File: config.mk
export PLATFORM = sky130hd
export DESIGN_NAME = spike_rate_decoder
export DESIGN_NICKNAME = d
export VERILOG_FILES = /design/src/rtl/spike_rate_decoder.sv
export SDC_FILE = /design/constraint.sdc
export NUM_CORES = 1
export LEC_CHECK = 0
export ABC_AREA = 1
export CORE_ASPECT_RATIO = 1.2
export CORE_MARGIN = 1
export CORE_UTILIZATION = 50
export DETAILED_ROUTE_END_ITERATION = 7
export PLACE_DENSITY_LB_ADDON = 0.25
export SYNTH_ARGS = -nofsm -noshare
export SYNTH_HDL_FRONTEND = slang
export SYNTH_SLANG_ARGS = --single-unit
export TNS_END_PERCENT = 100
File: constraint.sdc
create_clock -name clk -period 3.9 [get_ports clk]
set_input_delay 1.17 -clock clk [delete_from_list [all_inputs] [get_ports clk]]
set_output_delay 1.17 -clock clk [all_outputs]
set_load 0.02 [all_outputs]
File: src/rtl/spike_rate_decoder.sv
// Four-channel spike rate decoder: counts spikes per channel over a 2^WIN_LOG2-cycle window
// and latches the counts with a valid/ready handshake. Optional SPIKE_DEC_THRESH_EN adds threshold flags.
module spike_rate_decoder #(
    parameter int unsigned WIN_LOG2 = 8,
    parameter logic [7:0]  THRESH   = 8'd128
) (
    input  logic       clk,
    input  logic       rst,
    input  logic       ena,
    input  logic [3:0] spike_in,
    input  logic [1:0] sel,
    output logic [7:0] rate_out,
    output logic       rate_valid,
    input  logic       rate_ready,
    output logic       window_tick,
    output logic       overrun,
    output logic [3:0] thresh_hit
);

    localparam logic [WIN_LOG2-1:0] TIMER_LAST = '1;
    localparam logic [WIN_LOG2-1:0] TIMER_ONE  = WIN_LOG2'(1);

    logic [WIN_LOG2-1:0] timer;
    logic [3:0][7:0]     cnt;
    logic [3:0][7:0]     cnt_next;
    logic [3:0][7:0]     lat;
    logic                win_end;

    assign win_end = ena && (timer == TIMER_LAST);

    // Saturating increment; also used as the latch value so a spike in the last window cycle counts.
    always_comb begin
        cnt_next = cnt;
        for (int i = 0; i < 4; i++) begin
            if (spike_in[i] && (cnt[i] != 8'hff)) cnt_next[i] = cnt[i] + 8'd1;
        end
    end

    always_ff @(posedge clk or posedge rst) begin
        if (rst) begin
            timer <= '0;
            cnt   <= '0;
            lat   <= '0;
        end else if (ena) begin
            timer <= timer + TIMER_ONE;
            if (win_end) begin
                lat <= cnt_next;
                cnt <= '0;
            end else begin
                cnt <= cnt_next;
            end
        end
    end

    // Handshake: a transfer happens on an edge with rate_valid && rate_ready. rate_valid then
    // drops unless a window end reloads the latch in that same cycle. A window end while
    // rate_valid && !rate_ready overwrites unread data and sets the sticky overrun flag.
    always_ff @(posedge clk or posedge rst) begin
        if (rst) begin
            rate_valid  <= 1'b0;
            window_tick <= 1'b0;
            overrun     <= 1'b0;
        end else begin
            window_tick <= win_end;
            if (win_end) begin
                rate_valid <= 1'b1;
                if (rate_valid && !rate_ready) overrun <= 1'b1;
            end else if (rate_valid && rate_ready) begin
                rate_valid <= 1'b0;
            end
        end
    end

    assign rate_out = lat[sel];

`ifdef SPIKE_DEC_THRESH_EN
    always_ff @(posedge clk or posedge rst) begin
        if (rst) begin
            thresh_hit <= 4'b0000;
        end else if (win_end) begin
            for (int i = 0; i < 4; i++) thresh_hit[i] <= (cnt_next[i] >= THRESH);
        end
    end
`else
    logic unused_thresh;
    assign unused_thresh = ^THRESH;
    assign thresh_hit    = 4'b0000;
`endif

endmodule

==> flow_summary.yaml <==
sta:
  timing.hold.ws_ns: 0.490
  worst_slew_margin_rel: 0.228
  clock-skew-final_ns: 0.0171
  finalCriticalPeriod_ns: 3.79
  final.setup.tns_ns: 0
  maxClockFrequency_ghz: 0.264
  worst_slew_pin_slew_ns: 1.16
  layout_setup_ws_ns: 0.109
  final_setup_violations: 0
  unrepaired_setup_endpoints_after_global_routing: "false"
  final_max_slew_viol_count: 0
  post-route-period-util: 0.972
  final-hold-violation-count: 0
placed_design:
  place.detailed.instances: 679
  place_hpwl_um: 6660
  gp_routability_congestion: 0.821
  number_of_buffers_inserted_by_port_buffering: 20
  place_worst_setup_slack_ns: -0.223
setup_path:
  crit_chain: "clkdlybuf4s50_1 -> buf_4 -> o21ai_0 -> o22ai_1 -> dlygate4sd2_1"
  required_ns: 2.73
  crit_path_max_incr_delay_ns: 0.52
  critPathKind: "input port to output port"
  arrival_ns: 2.62
  setup.reg_to_reg.worst_slack_ns: 1.72
  cpMaxStageDelayCell: "sky130_fd_sc_hd__clkdlybuf4s50_1"
  setup.worst_path.end_class: "output port"
  worstPathMaxFanout: 13
  critPathLaunchType: "input port"
floorplanning:
  initial_standard_cell_utilization_of_the_core: 0.516
  coreArea_um2: 8110
  fp-row-count: 36
  floorplan_die_area_um2: 8740
  io_pins: 25
  die_width_um: 85.5
  die_y_um: 102
pwr:
  power_switching_share: 0.331
  power.switching_uw: 666
  power.leakage_uw: 0.00245
  p_seq_frac: 0.500
  vdd_drop_max_mv: 0.247
  power_density_nw_per_um2: 434
  combinationalPowerShare: 0.205
  internal_power_component_uw: 1350
  power_frac_clock: 0.295
yosys:
  ys_seq_area_frac: 0.448
  synth-edff-count: 0
  synthCells: 573
  netlist_cell_types: 32
  synth_top_flop_cell: "sky130_fd_sc_hd__dfrtp_1"
  cell_types_with_the_largest_area_share_after_synthesis: "sky130_fd_sc_hd__dfrtp_1 (45%), sky130_fd_sc_hd__nand2_1 (20%), sky130_fd_sc_hd__nand3_1 (7.4%)"
  yosysTopAreaCellShare: 0.448
  warnings_from_yosys: 0
  async_reset_ff_frac: 1.00
  synth.cell_area_um2: 4190
  post_synth.cell_area_avg_um2: 7.30
  synth-seq-cells: 75
  synthDominantAreaCellType: "sky130_fd_sc_hd__dfrtp_1"
clock_tree:
  numCtsBuffers: 9
  cts_hold_buf: 0
  clk_root_buffer_cell: "sky130_fd_sc_hd__clkbuf_8"
  worst_skew_pair.late_latency_ns: 0.35
  tritoncts: "built"
  clock_tree.htree_level_count: 3
  clock_path_buffers: 2
  clock_sinks: 75
  cts.clk_slew.worst_paths_ns: 0.07
hold_path:
  holdCritPathClass: "flop to flop"
global_route:
  globalRoute.totalOverflow: 0
  total_routing_resource_utilization_after_global_routing: 0.232
  grt_first_pass_wirelength_um: 15800
  grt_pass1_vias: 3402
  initial_antenna_violation_count: 0
  grt_max_degree: 43
routing:
  via_count: 3710
  average_wire_per_standard_cell_um: 13.6
  number_of_iterations_in_the_first_detailed_routing_pass: 4
  drcViolationCount: 0
  totalWireLength_um: 9480
  viasPerCell: 5.34
  detailedRoute.firstIterationViolations: 177
  postRouteAntennaNets: 0
run_status:
  status: "finished clean"
cells_and_area:
  layout.nets: 610
  final_core_utilization: 0.573
  antennaDiodeCount: 0
  syn2layout_area_growth_pct: 10.9
  drive_gt1_frac: 0.0817
  fill_cells: 742
  instances_no_fill: 695
run:
  drv_cap: 0
-- power by group through the flow --
stage / registers (µW) / logic (µW) / clock network, µW
6_report: 1010 / 413 / 594
5_1_grt: 1020 / 474 / 640
2_1_floorplan: 990 / 324 / 0
4_1_cts: 1000 / 417 / 607
3_3_place_gp: 1010 / 400 / 0
3_5_place_dp: 1020 / 417 / 0
-- worst max-delay path: cells and delay by family --
family,cells,cell delay (ns)
AO/OA/AOI/OAI,2,0.35
buffers and inverters,3,1.10
-- area by class of cell --
| type | instances | area [µm²] | share of cell area |
|---|---|---|---|
| multi-input cells | 422 | 1960 | 0.423 |
| flip-flops and latches | 75 | 1880 | 0.404 |
| repair buffers | 30 | 278 | 0.0598 |
| inverters | 57 | 214 | 0.0461 |
| clock buffers | 10 | 138 | 0.0296 |
| well taps | 95 | 119 | 0.0256 |
| clock inverters | 6 | 55.1 | 0.0119 |
-- cells by family (layout without fill, tap and decap cells) --
group           after synthesis  count (layout)  share of synthesized area
buf+inv                      79             103                     0.0855
fa+ha+maj                     5               5                     0.0149
compound gates               54              54                     0.0741
simple gates                353             353                      0.364
xor+xnor                      6               6                     0.0126
flops                        75              75                      0.448
other cells                   1               4                   0.000896
-- cells in the final DEF, fill, tap and decap left out, types with 5 or more instances in the layout --
master / n
sky130_fd_sc_hd__dfrtp_1: 75
sky130_fd_sc_hd__dlygate4sd2_1: 8
sky130_fd_sc_hd__o21ai_1: 10
sky130_fd_sc_hd__nand3_1: 62
sky130_fd_sc_hd__nand4_1: 7
sky130_fd_sc_hd__clkbuf_8: 10
sky130_fd_sc_hd__nor2_1: 38
sky130_fd_sc_hd__inv_1: 50
sky130_fd_sc_hd__inv_2: 7
sky130_fd_sc_hd__nand3b_1: 7
sky130_fd_sc_hd__clkdlybuf4s50_1: 12
sky130_fd_sc_hd__o22ai_1: 8
sky130_fd_sc_hd__buf_4: 9
sky130_fd_sc_hd__ha_1: 5
sky130_fd_sc_hd__clkinv_2: 5
sky130_fd_sc_hd__nand2_1: 224
sky130_fd_sc_hd__o21ai_0: 25
-- flip-flops by register name, indices dropped and copies added (netlist names) --
name / cells
lat: 32
rate_valid: 1
overrun: 1
window_tick: 1
cnt: 32
timer: 8
-- per-stage QoR --
stage | area [µm²] | power [µW]
after global placement | 4460 | 1410
after detailed placement | 4460 | 1430
after global routing | 4640 | 2140
after floorplan | 4200 | 1310
final | 4640 | 2010
after CTS | 4640 | 2030
-- final timing paths --
| check | from | to | cells after the start |
|---|---|---|---|
| worst max-delay path | sel[0] | rate_out[2] | 5 |
| worst min-delay path | lat[4] | lat[4] | 2 |
| worst max register to register | timer[0] | cnt[1] | 6 |
| worst min register to register | lat[4] | lat[4] | 2 |
| max in group asynchronous | rst | lat[23] | 3 |
| min in group asynchronous | rst | cnt[7] | 2 |
-- Yosys cell counts (5+ instances only) --
cell type                  number
sky130_fd_sc_hd__nor2_1        38
sky130_fd_sc_hd__clkbuf_1       7
sky130_fd_sc_hd__nand4_1        7
sky130_fd_sc_hd__o21ai_0       25
sky130_fd_sc_hd__o22ai_1        8
sky130_fd_sc_hd__buf_4          7
sky130_fd_sc_hd__o21ai_1       10
sky130_fd_sc_hd__nand3b_1       7
sky130_fd_sc_hd__nand2_1      224
sky130_fd_sc_hd__dfrtp_1       75
sky130_fd_sc_hd__inv_1         53
sky130_fd_sc_hd__nand3_1       62
sky130_fd_sc_hd__ha_1           5
-- timing repair --
action | 4_1_cts | 5_1_grt
setup buffers | 0 | 0
resized for setup | 10 | 0
setup endpoints to repair | 8 | 0
-- per-layer routing --
metal,up-vias,global-route usage,part of all wire
met5,-,0,0
met3,7,0.0396,0.049
met1,1751,0.322,0.46
li1,1867,-,-
met4,0,0.0744,0.0083
met2,85,0.374,0.49
(Power assumes the default switching activity.)
